## src/rtl/snake_pkg.sv

```systemverilog
`default_nettype none
// ============================================================================
//  Module   : snake_pkg
//  Purpose  : Shared direction codes, mode codes, grid defaults and a small
//             helper for the snake game controller.
//  Revision : 1.0 - initial release
// ============================================================================
package snake_pkg;

    // Direction codes; bit 1 identifies the axis (0 vertical, 1 horizontal)
    localparam logic [1:0] c_dir_up    = 2'd0;
    localparam logic [1:0] c_dir_down  = 2'd1;
    localparam logic [1:0] c_dir_left  = 2'd2;
    localparam logic [1:0] c_dir_right = 2'd3;

    // Externally visible game mode codes
    localparam logic [1:0] c_mode_idle = 2'd0;
    localparam logic [1:0] c_mode_play = 2'd1;
    localparam logic [1:0] c_mode_over = 2'd2;

    // Grid and game defaults
    localparam int          c_grid_w_def    = 40;
    localparam int          c_grid_h_def    = 30;
    localparam int          c_max_score_def = 15;
    localparam logic [11:0] c_lfsr_seed_def = 12'hACE;

    // True when both directions lie on the same axis (reversal or repeat)
    function automatic logic same_axis(input logic [1:0] a, input logic [1:0] b);
        return a[1] == b[1];
    endfunction

endpackage
`default_nettype wire

```

## src/rtl/snake_game_ctrl_if.sv

```systemverilog
`default_nettype none
// ============================================================================
//  Module   : snake_game_ctrl_if
//  Purpose  : Control/status bundle between the snake datapath/user inputs
//             (master) and the game controller (slave).
//  Revision : 1.0 - initial release
// ============================================================================
interface snake_game_ctrl_if;

    logic       tick_en;
    logic       start;
    logic       up;
    logic       down;
    logic       left;
    logic       right;
    logic [5:0] head_x;
    logic [5:0] head_y;
    logic       collide;

    logic [1:0] mode;
    logic       step;
    logic [1:0] dir;
    logic       eat;
    logic [5:0] apple_x;
    logic [5:0] apple_y;
    logic [3:0] score;

    modport master (
        output tick_en, start, up, down, left, right, head_x, head_y, collide,
        input  mode, step, dir, eat, apple_x, apple_y, score
    );

    modport slave (
        input  tick_en, start, up, down, left, right, head_x, head_y, collide,
        output mode, step, dir, eat, apple_x, apple_y, score
    );

endinterface
`default_nettype wire

```

## src/rtl/snake_apple_gen.sv

```systemverilog
`default_nettype none
// ============================================================================
//  Module   : snake_apple_gen
//  Purpose  : Free-running 12-bit Fibonacci LFSR (x^12+x^6+x^4+x+1) and the
//             apple candidate acceptance test (in playfield, not on head).
//  Revision : 1.0 - initial release
// ============================================================================
module snake_apple_gen
    import snake_pkg::*;
#(
    parameter int          GRID_W    = c_grid_w_def,
    parameter int          GRID_H    = c_grid_h_def,
    parameter logic [11:0] LFSR_SEED = c_lfsr_seed_def
) (
    input  logic       clk,
    input  logic       rst,
    input  logic [5:0] head_x,
    input  logic [5:0] head_y,
    output logic [5:0] cand_x,
    output logic [5:0] cand_y,
    output logic       cand_ok
);

    localparam logic [5:0] c_x_max = 6'(GRID_W - 2);
    localparam logic [5:0] c_y_max = 6'(GRID_H - 2);

    logic [11:0] r_lfsr;
    logic        w_fb;
    logic        w_in_x;
    logic        w_in_y;
    logic        w_on_head;

    assign w_fb = r_lfsr[11] ^ r_lfsr[5] ^ r_lfsr[3] ^ r_lfsr[0];

    // LFSR advances every cycle regardless of game state
    always_ff @(posedge clk) begin
        if (rst) begin
            r_lfsr <= LFSR_SEED;
        end else begin
            r_lfsr <= {r_lfsr[10:0], w_fb};
        end
    end

    // Candidate is accepted only inside the walls and off the snake head
    always_comb begin
        cand_x    = r_lfsr[5:0];
        cand_y    = r_lfsr[11:6];
        w_in_x    = (cand_x >= 6'd1) && (cand_x <= c_x_max);
        w_in_y    = (cand_y >= 6'd1) && (cand_y <= c_y_max);
        w_on_head = (cand_x == head_x) && (cand_y == head_y);
        cand_ok   = w_in_x && w_in_y && !w_on_head;
    end

endmodule
`default_nettype wire

```

## src/rtl/snake_game_ctrl.sv

```systemverilog
`default_nettype none
// ============================================================================
//  Module   : snake_game_ctrl
//  Purpose  : Snake game controller: game FSM, step pacing, direction
//             commit with reversal guard, apple placement, scoring.
//  Revision : 1.0 - initial release
// ============================================================================
module snake_game_ctrl
    import snake_pkg::*;
#(
    parameter int          GRID_W    = c_grid_w_def,
    parameter int          GRID_H    = c_grid_h_def,
    parameter int          MAX_SCORE = c_max_score_def,
    parameter logic [11:0] LFSR_SEED = c_lfsr_seed_def
) (
    input  logic             clk,
    input  logic             rst,
    snake_game_ctrl_if.slave bus
);

    localparam logic [1:0] c_st_idle  = 2'd0;
    localparam logic [1:0] c_st_place = 2'd1;
    localparam logic [1:0] c_st_run   = 2'd2;
    localparam logic [1:0] c_st_over  = 2'd3;

    localparam logic [3:0] c_score_max = 4'(MAX_SCORE);

    logic [1:0] r_state;
    logic [1:0] w_state_nxt;
    logic       r_step;
    logic       r_eat;
    logic [1:0] r_dir;
    logic [1:0] r_pend;
    logic [5:0] r_apple_x;
    logic [5:0] r_apple_y;
    logic [3:0] r_score;

    logic [5:0] w_cand_x;
    logic [5:0] w_cand_y;
    logic       w_cand_ok;
    logic       w_eat_hit;
    logic       w_step_nxt;
    logic       w_req_vld;
    logic [1:0] w_req;
    logic [3:0] w_score_inc;

    snake_apple_gen #(
        .GRID_W    (GRID_W),
        .GRID_H    (GRID_H),
        .LFSR_SEED (LFSR_SEED)
    ) u_apple_gen (
        .clk     (clk),
        .rst     (rst),
        .head_x  (bus.head_x),
        .head_y  (bus.head_y),
        .cand_x  (w_cand_x),
        .cand_y  (w_cand_y),
        .cand_ok (w_cand_ok)
    );

    // Eat is suppressed in the step cycle so the head move is seen exactly once
    always_comb begin
        w_eat_hit   = (r_state == c_st_run) && !bus.collide &&
                      (bus.head_x == r_apple_x) && (bus.head_y == r_apple_y) &&
                      !r_step;
        w_score_inc = (r_score >= c_score_max) ? r_score : r_score + 4'd1;
    end

    // Priority encode simultaneous direction pulses: up > down > left > right
    always_comb begin
        w_req_vld = bus.up | bus.down | bus.left | bus.right;
        if (bus.up) begin
            w_req = c_dir_up;
        end else if (bus.down) begin
            w_req = c_dir_down;
        end else if (bus.left) begin
            w_req = c_dir_left;
        end else begin
            w_req = c_dir_right;
        end
    end

    // FSM state register
    always_ff @(posedge clk) begin
        if (rst) begin
            r_state <= c_st_idle;
        end else begin
            r_state <= w_state_nxt;
        end
    end

    // FSM next-state logic; collision outranks eating
    always_comb begin
        w_state_nxt = r_state;
        case (r_state)
            c_st_idle: begin
                if (bus.start) w_state_nxt = c_st_place;
            end
            c_st_place: begin
                if (w_cand_ok) w_state_nxt = c_st_run;
            end
            c_st_run: begin
                if (bus.collide) begin
                    w_state_nxt = c_st_over;
                end else if (w_eat_hit) begin
                    w_state_nxt = (w_score_inc == c_score_max) ? c_st_over : c_st_place;
                end
            end
            default: begin
                if (bus.start) w_state_nxt = c_st_idle;
            end
        endcase
    end

    // FSM output decode: PLACE and RUN both report PLAY
    always_comb begin
        case (r_state)
            c_st_idle: bus.mode = c_mode_idle;
            c_st_over: bus.mode = c_mode_over;
            default:   bus.mode = c_mode_play;
        endcase
    end

    // A tick only yields a step if the game is still running next cycle
    assign w_step_nxt = (r_state == c_st_run) && bus.tick_en && (w_state_nxt == c_st_run);

    // Step/eat pulses, direction commit, apple load and score
    always_ff @(posedge clk) begin
        if (rst) begin
            r_step    <= 1'b0;
            r_eat     <= 1'b0;
            r_dir     <= c_dir_down;
            r_pend    <= c_dir_down;
            r_apple_x <= 6'd0;
            r_apple_y <= 6'd0;
            r_score   <= 4'd0;
        end else begin
            r_step <= w_step_nxt;
            r_eat  <= w_eat_hit;
            if ((r_state == c_st_idle) && bus.start) begin
                r_dir   <= c_dir_down;
                r_pend  <= c_dir_down;
                r_score <= 4'd0;
            end else begin
                if (w_step_nxt) begin
                    r_dir <= r_pend;
                end
                // Guard against the committed direction so two quick turns cannot reverse
                if ((r_state != c_st_over) && w_req_vld && !same_axis(w_req, r_dir)) begin
                    r_pend <= w_req;
                end
                if (w_eat_hit) begin
                    r_score <= w_score_inc;
                end
            end
            if ((r_state == c_st_place) && w_cand_ok) begin
                r_apple_x <= w_cand_x;
                r_apple_y <= w_cand_y;
            end
        end
    end

    assign bus.step    = r_step;
    assign bus.eat     = r_eat;
    assign bus.dir     = r_dir;
    assign bus.apple_x = r_apple_x;
    assign bus.apple_y = r_apple_y;
    assign bus.score   = r_score;

endmodule
`default_nettype wire

```

## src/flat_wrapper.sv

```systemverilog
// flat-port wrapper written by rule: the top's interface ports become plain ports
module snake_game_ctrl_flat import snake_pkg::*;
#(
    parameter int          GRID_W    = c_grid_w_def,
    parameter int          GRID_H    = c_grid_h_def,
    parameter int          MAX_SCORE = c_max_score_def,
    parameter logic [11:0] LFSR_SEED = c_lfsr_seed_def
)
  (clk, rst, bus_tick_en, bus_start, bus_up, bus_down, bus_left, bus_right, bus_head_x, bus_head_y, bus_collide, bus_mode, bus_step, bus_dir, bus_eat, bus_apple_x, bus_apple_y, bus_score);
  snake_game_ctrl_if bus_i ();
  input  logic clk;
  input  logic rst;
  input wire logic [$bits(bus_i.tick_en)-1:0] bus_tick_en;
  input wire logic [$bits(bus_i.start)-1:0] bus_start;
  input wire logic [$bits(bus_i.up)-1:0] bus_up;
  input wire logic [$bits(bus_i.down)-1:0] bus_down;
  input wire logic [$bits(bus_i.left)-1:0] bus_left;
  input wire logic [$bits(bus_i.right)-1:0] bus_right;
  input wire logic [$bits(bus_i.head_x)-1:0] bus_head_x;
  input wire logic [$bits(bus_i.head_y)-1:0] bus_head_y;
  input wire logic [$bits(bus_i.collide)-1:0] bus_collide;
  output wire logic [$bits(bus_i.mode)-1:0] bus_mode;
  output wire logic [$bits(bus_i.step)-1:0] bus_step;
  output wire logic [$bits(bus_i.dir)-1:0] bus_dir;
  output wire logic [$bits(bus_i.eat)-1:0] bus_eat;
  output wire logic [$bits(bus_i.apple_x)-1:0] bus_apple_x;
  output wire logic [$bits(bus_i.apple_y)-1:0] bus_apple_y;
  output wire logic [$bits(bus_i.score)-1:0] bus_score;
  assign bus_i.tick_en = bus_tick_en;
  assign bus_i.start = bus_start;
  assign bus_i.up = bus_up;
  assign bus_i.down = bus_down;
  assign bus_i.left = bus_left;
  assign bus_i.right = bus_right;
  assign bus_i.head_x = bus_head_x;
  assign bus_i.head_y = bus_head_y;
  assign bus_i.collide = bus_collide;
  assign bus_mode = bus_i.mode;
  assign bus_step = bus_i.step;
  assign bus_dir = bus_i.dir;
  assign bus_eat = bus_i.eat;
  assign bus_apple_x = bus_i.apple_x;
  assign bus_apple_y = bus_i.apple_y;
  assign bus_score = bus_i.score;
  snake_game_ctrl #(.GRID_W(GRID_W), .GRID_H(GRID_H), .MAX_SCORE(MAX_SCORE), .LFSR_SEED(LFSR_SEED)) u_core (.clk(clk), .rst(rst), .bus(bus_i));
endmodule
```

## config.mk

```make
export PLATFORM = sky130hd
export DESIGN_NAME = snake_game_ctrl_flat
export DESIGN_NICKNAME = d
export VERILOG_FILES = /design/src/rtl/snake_pkg.sv /design/src/rtl/snake_game_ctrl_if.sv /design/src/rtl/snake_apple_gen.sv /design/src/rtl/snake_game_ctrl.sv /design/src/flat_wrapper.sv
export SDC_FILE = /design/constraint.sdc
export NUM_CORES = 1
export LEC_CHECK = 0
export ABC_AREA = 1
export BUFFER_PORTS_ARGS = -buffer_cell sky130_fd_sc_hd__buf_4
export CORE_ASPECT_RATIO = 1.1
export CORE_MARGIN = 2
export CORE_UTILIZATION = 40
export CTS_CLUSTER_SIZE = 12
export DETAILED_ROUTE_END_ITERATION = 7
export GPL_TIMING_DRIVEN = 0
export HOLD_SLACK_MARGIN = 0.08
export PLACE_DENSITY = 0.7
export SYNTH_ARGS = -nofsm -noshare
export SYNTH_HDL_FRONTEND = slang
export SYNTH_HIERARCHICAL = 1
export SYNTH_SLANG_ARGS = --single-unit
export TNS_END_PERCENT = 20
```

## constraint.sdc

```tcl
create_clock -name clk -period 2.3 [get_ports clk]
set_clock_uncertainty 0.15 [all_clocks]
set_input_delay 0.345 -clock clk [delete_from_list [all_inputs] [get_ports clk]]
set_output_delay 0.345 -clock clk [all_outputs]
set_load 0.1 [all_outputs]
```

# --- After elaboration in Yosys (flattened, before gate mapping) ---
# Cells that the tools add are included.
classes:
  n_reduce_logical: 21
  n_lt_le_gt_ge: 5
  eq_ne: 11
  mux: 12
  n_bitwise: 6
  add_sub_neg: 1
ops:
  columns: ["operator", "count"]
  rows:
  - ["== test 6 bit", 4]
  - ["two-way mux 2 bit", 8]
  - ["logical AND 1 bit", 15]
  - ["greater-or-equal comparator 6 x 1 -> 1 bit, second input constant", 2]
  - ["== test 2 bit, second input constant", 3]
  - ["less-or-equal comparator 6 x 5 -> 1 bit, second input constant", 1]
  - ["less-or-equal comparator 6 bit, second input constant", 1]
  - ["one-hot mux 2 bit (3 select lines)", 1]
  - ["adder 4 x 1 -> 4 bit, second input constant", 1]
  - ["== test 4 bit, second input constant", 1]
  - ["greater-or-equal comparator 4 bit, second input constant", 1]
  - ["logical NOT 1 bit", 4]
  - ["two-way mux 4 bit", 1]
  - ["one-hot mux 2 bit (2 select lines)", 1]
  - ["bitwise OR 1 bit", 3]
  - ["XOR 1 bit", 3]
  - ["== test 2 x 1 -> 1 bit, second input constant", 1]
  - ["logical NOT 2 bit", 1]
  - ["inequality test 2 bit, second input constant", 1]
  - ["OR reduction 2 bit", 1]
  - ["== test 1 bit", 1]
  - ["two-way mux 1 bit", 1]
word_totals:
  word_cells: 65
  output_inout_bits: 22
  inputBits: 21
  ff_bits: 36

# --- Longest topological paths before layout ---
# Gate-level depths: netlist (run 1).
depth:
  ltp_word: 10
  ltp_mapped: 17
  mapped_depth_nobuf: 17

# --- Cells and area by module ---
# The synthesis (run 1) kept the hierarchy.
modules_own_cells:
  columns: ["module", "instances", "area_each_um2", "seq_area_each_um2", "cells_per_inst"]
  rows:
  - ["snake_game_ctrl", 1, 1398.8, 480.5, 222]
  - ["snake_apple_gen", 1, 635.6, 240.2, 109]

# --- Least setup slack after synthesis (run 1) ---
# Ideal clock, no wire load.
synth_path:
  path_type: "flip-flop to flip-flop"
  startpoint: "reg u_core.r_score[0] (netlist: u_core/bus.score[0])"
  endpoint: "reg u_core.r_dir[0] (netlist: u_core/bus.dir[0])"
  setup_slack_ns: -0.367
  path_stages_with_launch: 17
  setup_time_ns: 0.124
  synth_period_minus_slack_ns: 2.667
  required_ns: 2.026
  t_arrival_ns: 2.393
  n_path_buf: 0
  cell_sequence: "dfxtp_1 -> ha_1 -> nand2_1 -> clkinv_1 -> nand2_1 -> o21ai_1 -> nand2_1 -> nor2_1 -> nand2_1 -> nand2_1 -> nand2_1 -> nand2_1 -> nand2_2 -> nand2_2 -> nand2_1 -> nand2_1 -> nand3_1"
synth_via:
  elab_chain_len: 9
  word_cells_on_any_way: 10
  classes_between: "add/sub: 1; order compare: 1; eq/ne: 2; mux: 5; reduce/logical: 1"
synth_lines:
  columns: ["item", "line_no", "text"]
  rows:
  - ["start: declaration", "snake_game_ctrl.sv:36", "logic [3:0] r_score;"]
  - ["start signal: assignment", "snake_game_ctrl.sv:153", "r_score <= w_score_inc;"]
  - ["adder 4 x 1 -> 4 bit or greater-or-equal comparator 4 bit (tied branches)", "snake_game_ctrl.sv:66", "w_score_inc = (r_score >= c_score_max) ? r_score : r_score + 4'd1;"]
  - ["two-way mux 4 bit (*)", "snake_game_ctrl.sv:66", null]
  - ["== test 4 bit (*)", "snake_game_ctrl.sv:106", "w_state_nxt = (w_score_inc == c_score_max) ? c_st_over : c_st_place;"]
  - ["two-way mux 2 bit (*)", "snake_game_ctrl.sv:106", null]
  - ["two-way mux 2 bit (*)", "snake_game_ctrl.sv:105", "end else if (w_eat_hit) begin"]
  - ["two-way mux 2 bit (*)", "snake_game_ctrl.sv:103", "if (bus.collide) begin"]
  - ["one-hot mux 2 bit (3 select lines) (*)", "snake_game_ctrl.sv:95", "case (r_state)"]
  - ["== test 2 bit (*)", "snake_game_ctrl.sv:125", "assign w_step_nxt = (r_state == c_st_run) && bus.tick_en && (w_state_nxt == c_st_run);"]
  - ["logical AND 1 bit (*)", "snake_game_ctrl.sv:125", null]
  - ["end signal: assignment", "snake_game_ctrl.sv:132", "r_dir <= c_dir_down;"]
  - ["end signal: assignment", "snake_game_ctrl.sv:141", "r_dir <= c_dir_down;"]
  - ["end signal: assignment", "snake_game_ctrl.sv:146", "r_dir <= r_pend;"]
  - ["end: declaration", "snake_game_ctrl.sv:32", "logic [1:0] r_dir;"]
# Every way passes the cells marked *; elsewhere a longest branch is shown, timed or not.
# A chain may end at the register's enable or synchronous reset.

# --- Final worst setup path (run 1) ---
layout_path:
  startpoint: "reg u_core.u_apple_gen.r_lfsr[0]"
  endpoint: "reg u_core.r_dir[0] (netlist: u_core/bus.dir[0])"
layout_via:
  elab_chain_len: 8
  word_cells_on_any_way: 12
  classes_between: "order compare: 2; eq/ne: 2; mux: 2; reduce/logical: 6"
layout_lines:
  columns: ["item", "line_no", "text"]
  rows:
  - ["start: declaration", "snake_apple_gen.sv:27", "logic [11:0] r_lfsr;"]
  - ["start signal: assignment", "snake_apple_gen.sv:40", "r_lfsr <= {r_lfsr[10:0], w_fb};"]
  - ["greater-or-equal comparator 6 x 1 -> 1 bit, or another cell as far along", "snake_apple_gen.sv:48", "w_in_x = (cand_x >= 6'd1) && (cand_x <= c_x_max);"]
  - ["logical AND 1 bit, on equally long branches", "snake_apple_gen.sv:48, snake_apple_gen.sv:50", null]
  - ["logical AND 1 bit or logical NOT 1 bit (tied branches)", "snake_apple_gen.sv:51", "cand_ok = w_in_x && w_in_y && !w_on_head;"]
  - ["logical AND 1 bit (*)", "snake_apple_gen.sv:51", null]
  - ["via u_core.w_cand_ok", "snake_game_ctrl.sv:40", "logic w_cand_ok;"]
  - ["two-way mux 2 bit (*)", "snake_game_ctrl.sv:100", "if (w_cand_ok) w_state_nxt = c_st_run;"]
  - ["one-hot mux 2 bit (3 select lines) (*)", "snake_game_ctrl.sv:95", null]
  - ["== test 2 bit (*)", "snake_game_ctrl.sv:125", null]
  - ["logical AND 1 bit (*)", "snake_game_ctrl.sv:125", null]
# Mark *: on every way through the listed nets, which the timed path passes. The rest lies on a longest branch.

==> results of run 1 <==
==> kinds of logic after synthesis <==
| logic type | after synthesis |
|---|---|
| buf+inv | 66 |
| simple gates | 169 |
| xor+xnor | 6 |
| fa+ha+maj | 6 |
| compound gates | 48 |
| flops | 36 |
==> critical path, stage by stage (launching register included) <==
cell and delay, ps:
dfxtp_1 440, nor2_1 60, nand3_1 100, o21ai_0 90
nor2_1 100, nand2_1 70, nor2_1 190, o21ai_0 120
a21oi_1 130, nand2_1 90, a21oi_2 210, nand2_1 90
nand2_1 60, nand3_1 50
==> flip-flops by register name, indices dropped and copies added (netlist names) <==
signal and count:
u_core/bus.apple_y 6, u_core/r_pend 2, u_core/bus.eat 1, u_core/bus.apple_x 6, u_core/bus.step 1, u_core/bus.dir 2
u_core/bus.score 4, u_core/u_apple_gen/r_lfsr 12, u_core/r_state 2
==> cell type report <==
cell class	count	share of cell area, %
multi-input cells	229	42.42
clock buffers	8	3.531
well taps	58	2.845
inverters	63	9.269
plain buffers	3	0.4414
repair buffers	42	12.36
flip-flops and latches	36	29.13
==> metal layers <==
metal / share of wire [%] / vias up / global-route usage, %
met5: 0 / - / 0
met4: 1.4 / 0 / 6.038
met3: 4.9 / 5 / 3.553
met2: 47 / 44 / 29.35
met1: 47 / 896 / 23.16
li1: - / 1107 / -
==> cells in the final DEF, fill, tap and decap left out, types with 6 or more instances in the layout <==
cell type | netlist | final
a21oi_1 | 21 | 20
nor2_1 | 42 | 42
nand3_1 | 11 | 11
dfxtp_2 | 0 | 18
buf_4 | 0 | 42
inv_1 | 54 | 53
o21ai_0 | 22 | 22
clkbuf_8 | 0 | 6
dfxtp_1 | 36 | 18
nand2_1 | 99 | 99
inv_2 | 8 | 9
==> path summary, 6_finish.rpt <==
| path | end | slack [ps] | depth (start not counted) |
|---|---|---|---|
| worst max register to register | u_core/bus.dir[0] | 240 | 13 |
| worst min-delay path | u_core/r_pend[0] | 100 | 2 |
| worst max-delay path | u_core/bus.dir[0] | 240 | 13 |
| worst min register to register | u_core/bus.dir[0] | 310 | 2 |
==> repair_timing <==
item | in CTS | in global routing
endpoints found under the setup margin | 0 | 3
hold buffers | 0 | 0
gates resized for setup | 0 | 6
==> power breakdown <==
part | total [mW] | switching (mW) | internal [mW]
Clock | 0.459 | 0.214 | 0.244
Sequential | 0.699 | 0.0378 | 0.661
Combinational | 0.395 | 0.277 | 0.118
Total | 1.55 | 0.529 | 1.02
==> metrics by stage <==
step                area, sq um  worst slack [ps]  total power, mW  instances  utilization [%]
finish                     2551             240.5            1.553        439            51.37
global route               2551             22.76            1.653        439            51.37
CTS                        2532             61.80            1.568        439            51.00
detailed placement         2442             94.39            1.101        431            49.18
global placement           2442             123.8            1.097        431            49.18
floorplan                  2054             27.21           0.9932        331                -
==> results.yml, run 1 <==
global_route:
  overflow: 0
  grt_pass1_vias: 1860
  grt_pass1_wl_um: 7997
  antenna_found_initial: 0
  globalRouteTotalUtil_pct: 17.82
  grt_start_max_net_pins: 11
clock_network:
  cts.sinks: 36
  tritoncts: "done"
  root_buffer: "clkbuf_8"
  post_cts_buffers: 0
  clk-insertion-delay-late_ps: 290
  cts_max_level: 2
  clk_pin_slew_ps: 70
  cts_buffers: 5
  clock_path_buffers: 2
worst_hold_path:
  worstHoldStart: "bus_up"
  min_path_type: "in2reg"
timing:
  rsz0062_at_grt: "false"
  period_share_pct: 89.54
  setup_violations: 0
  tns_ps: 0
  timing.final.crit_period_ps: 2060
  drv_slew: 0
  whs_ps: 104.8
  tightest_slew_ps: 534.0
  final_hold_viol_count: 0
  fmaxAchievable_mhz: 485.6
  relSlewSlack_pct: 64.40
logic_synthesis:
  synth_most_common_cell: "nand2_1"
  synth_compound_area_share_pct: 12.18
  synthSimpleGateAreaFrac_pct: 33.95
  ys_types: 23
  ys_warn_count: 6
  synthAdderAreaFrac_pct: 3.690
  synthArstFlopShare_pct: 0
  synth_top_family_by_area: "simple AND/OR/NAND/NOR gates"
  synthMuxAreaShare_pct: 0
  synthTopCellsByCount: "99 x nand2_1, 54 x inv_1, 42 x nor2_1, 36 x dfxtp_1, 22 x o21ai_0"
  synth_edf_count: 0
  synth_cells: 331
  synth-seq-cells: 36
  synth_xor_area_share_pct: 2.583
  netlist_top_cells_area: "dfxtp_1 35%, nand2_1 18%, inv_1 10%, nor2_1 7.7%, o21ai_0 5.4%"
  synth_top_area_share_pct: 35.42
  synth_ff_type: "dfxtp_1"
  netlist_area_sq_um: 2034
  synth.avg_cell_area_sq_um: 6.146
  yosys.area.top_type: "dfxtp_1"
  yosysSeqAreaShare_pct: 35.42
  synth.net_count: 358
die:
  dieArea_sq_um: 5674
  dieWidth_um: 72
  die_height_um: 78.80
  core_sq_um: 4966
  std_cell_rows: 27
  initial_core_util_pct: 40.97
  ioPinCount: 43
worst_setup_path:
  startpoint: "u_core/u_apple_gen/r_lfsr[0]"
  cp_data_required_time_ps: 2320
  critPathCaptureType: "flop"
  timing.rr.start: "u_core/u_apple_gen/r_lfsr[0]"
  start_kind: "flop"
  timing_worst_setup_path_type: "reg2reg"
  arrival_ps: 2080
  crit_path_max_fanout: 5
route:
  vias: 2052
  ant_nets: 0
  avgRoutedWirePerCell_um: 10.88
  via_per_inst: 4.674
  drtPass1Iterations: 4
  drc_errors: 0
  drt_iter0_drc: 92
  postRouteWirelength_um: 4776
placement:
  place_hpwl_um: 3764
  gp_congestion: 0.8474
  io_buffers: 42
layout:
  regArea_sq_um: 743.2
  fin_nets: 407
  drive_gt1_share_pct: 23.10
  fillers: 530
  multi_input_area_sq_um: 1082
  diodes: 0
  areaGrowthSynthToFinish_pct: 25.40
pwr:
  leakagePower_nw: 1.313
  vdd_ir_drop_max_uv: 392.7
  power.density_nw_per_um2: 608.7
flow_run:
  drv_cap: 0
status:
  outcome: "complete, no violations"
Power figures use the tool's default switching activity.
==> run 2: changes to the inputs <==
--- a/config.mk
+++ b/config.mk
@@ -5,7 +5,7 @@
 export SDC_FILE = /design/constraint.sdc
 export NUM_CORES = 1
 export LEC_CHECK = 0
-export ABC_AREA = 1
+export ABC_AREA = 0
 export BUFFER_PORTS_ARGS = -buffer_cell sky130_fd_sc_hd__buf_4
 export CORE_ASPECT_RATIO = 1.1
 export CORE_MARGIN = 2
==> run 2 against run 1 <==
The flow now finishes with violations (setup timing). Combinational power decreased by 17%. Non-clock buffer count increased by 8. Sequential power about the same. Largest cell class unchanged.
==> results.yml, run 2 <==
logic_synthesis:
  synth_ff_type: "dfxtp_1"
  yosys.area.top_type: "dfxtp_1"
  synth.avg_cell_area_sq_um: 8.752
  netlist_area_sq_um: 1847
  synth_top_area_share_pct: 39.02
  synth_most_common_cell: "dfxtp_1"
  synthTopCellsByCount: "36 x dfxtp_1, 35 x nand2_1, 28 x xnor2_1, 19 x a21oi_1, 10 x nand4_1"
  synth.net_count: 238
  netlist_top_cells_area: "dfxtp_1 39%, xnor2_1 13%, nand2_1 7.1%, a21oi_1 5.1%, ha_1 4.1%"
  yosysSeqAreaShare_pct: 39.02
  synth_edf_count: 0
  ys_types: 40
  synth_cells: 211
  synthArstFlopShare_pct: 0
  ys_warn_count: 6
  synth-seq-cells: 36
pwr:
  switching_power_mw: 0.4672
  power.density_nw_per_um2: 601.9
  seq_power_share_pct: 46.7
  vdd_ir_drop_max_uv: 398.9
  internal-power_mw: 1.031
  p_comb_share_pct: 21.9
  leakagePower_nw: 0.9364
  power.share.clock_pct: 31.4
  switching_share_pct: 31.18
clock_network:
  clk_pin_slew_ps: 70
  cts_max_level: 2
  cts_buffers: 5
  clock_path_buffers: 2
  clk-insertion-delay-late_ps: 290
  root_buffer: "clkbuf_8"
  cts.sinks: 36
  tritoncts: "done"
layout:
  final_cells: 321
  drive_gt1_share_pct: 39.70
  top_register: "u_core/u_apple_gen/r_lfsr"
  fillers: 409
  areaGrowthSynthToFinish_pct: 34.82
  fin_nets: 293
  largest_reg_flops: 12
  mostFrequentLayoutCells: "47 x buf_4, 35 x nand2_1, 26 x xnor2_1"
  layout_commonest_cell: "buf_4"
  diodes: 0
  post-route-util_pct: 56.86
timing:
  timing.final.crit_period_ps: 2402
  setup_violations: 1
  drv_slew: 0
  tns_ps: -102.2
  tightest_slew_ps: 500.4
  rsz0062_at_grt: "true"
  fmaxAchievable_mhz: 416.3
  setup_slack_ps: -102.2
  final_hold_viol_count: 0
  period_share_pct: 104.4
  relSlewSlack_pct: 66.64
route:
  drt_iter0_drc: 112
  postRouteWirelength_um: 4373
  avgRoutedWirePerCell_um: 13.62
  drc_errors: 0
  dr_wl_met3_um: 203
  ant_nets: 0
  vias: 1671
  dr.max_layer_used: "met4"
  drtPass1Iterations: 4
  wl_met1_um: 1917
  via_per_inst: 5.206
  wl_met2_um: 2142
status:
  violations: "setup timing"
  outcome: "finished with violations"
worst_setup_path:
  cp_data_required_time_ps: 2330
  crit_chain: "or4_4, o211ai_2, a211oi_2, nand3b_1, o221ai_4, a211oi_2, mux2i_2, buf_4, and4_4, a211o_1"
  critPathCaptureType: "flop"
  arrival_ps: 2430
  slowest_stage: "or4_4"
  crit_path_max_fanout: 3
  cpPeakStageDelay_ps: 520
  timing_worst_setup_path_type: "reg2reg"
  start_kind: "flop"
  path_buf_inv: 1
  cp_common_cell: "a211oi_2"
  critical-path-top-delay-family: "simple AND/OR/NAND/NOR gates"
placement:
  place_hpwl_um: 3239
  gp_congestion: 0.8303
  io_buffers: 42
  post-place-cells: 307
die:
  die_height_um: 75.27
  dieArea_sq_um: 5177
  initial_core_util_pct: 42.17
  std_cell_rows: 25
  ioPinCount: 43
  dieWidth_um: 68.79
  core_sq_um: 4379
global_route:
  grt_start_max_net_pins: 12
  grt_pass1_vias: 1477
  grt_pass1_wl_um: 6872
  overflow: 0
  globalRouteTotalUtil_pct: 18.18
  antenna_found_initial: 0
worst_hold_path:
  min_path_type: "in2reg"
flow_run:
  drv_cap: 0
-- run 2: changes by cell type after synthesis, moves of 4 or more --
cell	delta
nor2b_1	+7
xnor2_1	+25
inv_1	-50
nor2_2	-5
nand3_1	-4
nand2_2	-5
o21ai_0	-18
nand2_1	-64
nor2_1	-36
inv_2	-8
or2_2	+7
nand4_1	+8
-- run 2: worst paths after layout --
path | startpoint | to | slack [ps] | cells after the start
hold / removal | bus_start | u_core/r_pend[0] | 200 | 3
setup / recovery | u_core/u_apple_gen/r_lfsr[9] | u_core/bus.dir[0] | -100 | 10
hold reg to reg | u_core/bus.dir[0] | u_core/bus.dir[0] | 320 | 1
setup reg to reg | u_core/u_apple_gen/r_lfsr[9] | u_core/bus.dir[0] | -100 | 10
-- run 2: worst min-delay path, stage by stage --
cell and delay, ps:
buf_4 100, a21oi_1 90, nand2_1 70
-- run 2: layer usage --
metal | GRT usage [%] | vias up
li1 | - | 856
met1 | 22.30 | 767
met3 | 4.185 | 9
met2 | 30.45 | 39
met4 | 7.625 | 0
met5 | 0 | -
-- run 2: kinds of logic after synthesis --
logic type                 Yosys count  share of synthesized area (%)
and+or+nand+nor                     89                          26.76
buffers and inverters                9                          1.829
DFF                                 36                          39.02
adders and majority gates            6                          4.065
AOI/OAI and AO/OA                   40                          13.48
xor gates and xnor gates            29                          13.75
muxes                                2                          1.084
-- run 2: through the flow --
step / setup WS (ps) / power, mW / hold WS (ps) / area [sq um]
after global routing: -191.9 / 1.569 / 203.8 / 2490
after CTS: -156.8 / 1.493 / 187.5 / 2420
after global placement: -292.5 / 1.012 / 297.8 / 2278
after floorplan: 21.02 / 0.9233 / 266.6 / 1896
after detailed placement: -270.6 / 1.014 / 306.7 / 2278
final: -102.2 / 1.499 / 203.8 / 2490
-- run 2: what timing repair did --
action | in CTS | in global routing
hold endpoints to repair | 2 | 0
setup endpoints to repair | 13 | 14
hold buffers | 1 | 0
gates resized for setup | 7 | 18
pin swaps | 8 | 8
setup buffers | 3 | 2
-- run 2: cell type report --
| cell class | count | area (sq um) | share of cell area, % |
|---|---|---|---|
| multi-input cells | 166 | 1164 | 46.73 |
| well taps | 54 | 67.56 | 2.714 |
| inverters | 4 | 15.01 | 0.6030 |
| flip-flops and latches | 36 | 767.0 | 30.80 |
| repair buffers | 48 | 362.8 | 14.57 |
| plain buffers | 5 | 21.27 | 0.8543 |
| clock buffers | 7 | 86.33 | 3.467 |
| clock inverters | 1 | 6.256 | 0.2513 |
-- run 2: power by group through the flow --
stage | Sequential, mW | Combinational, mW | Clock (mW)
finish | 0.700 | 0.328 | 0.470
global route | 0.705 | 0.352 | 0.512
CTS | 0.696 | 0.315 | 0.482
detailed placement | 0.713 | 0.301 | 0
global placement | 0.712 | 0.300 | 0
floorplan | 0.758 | 0.165 | 0
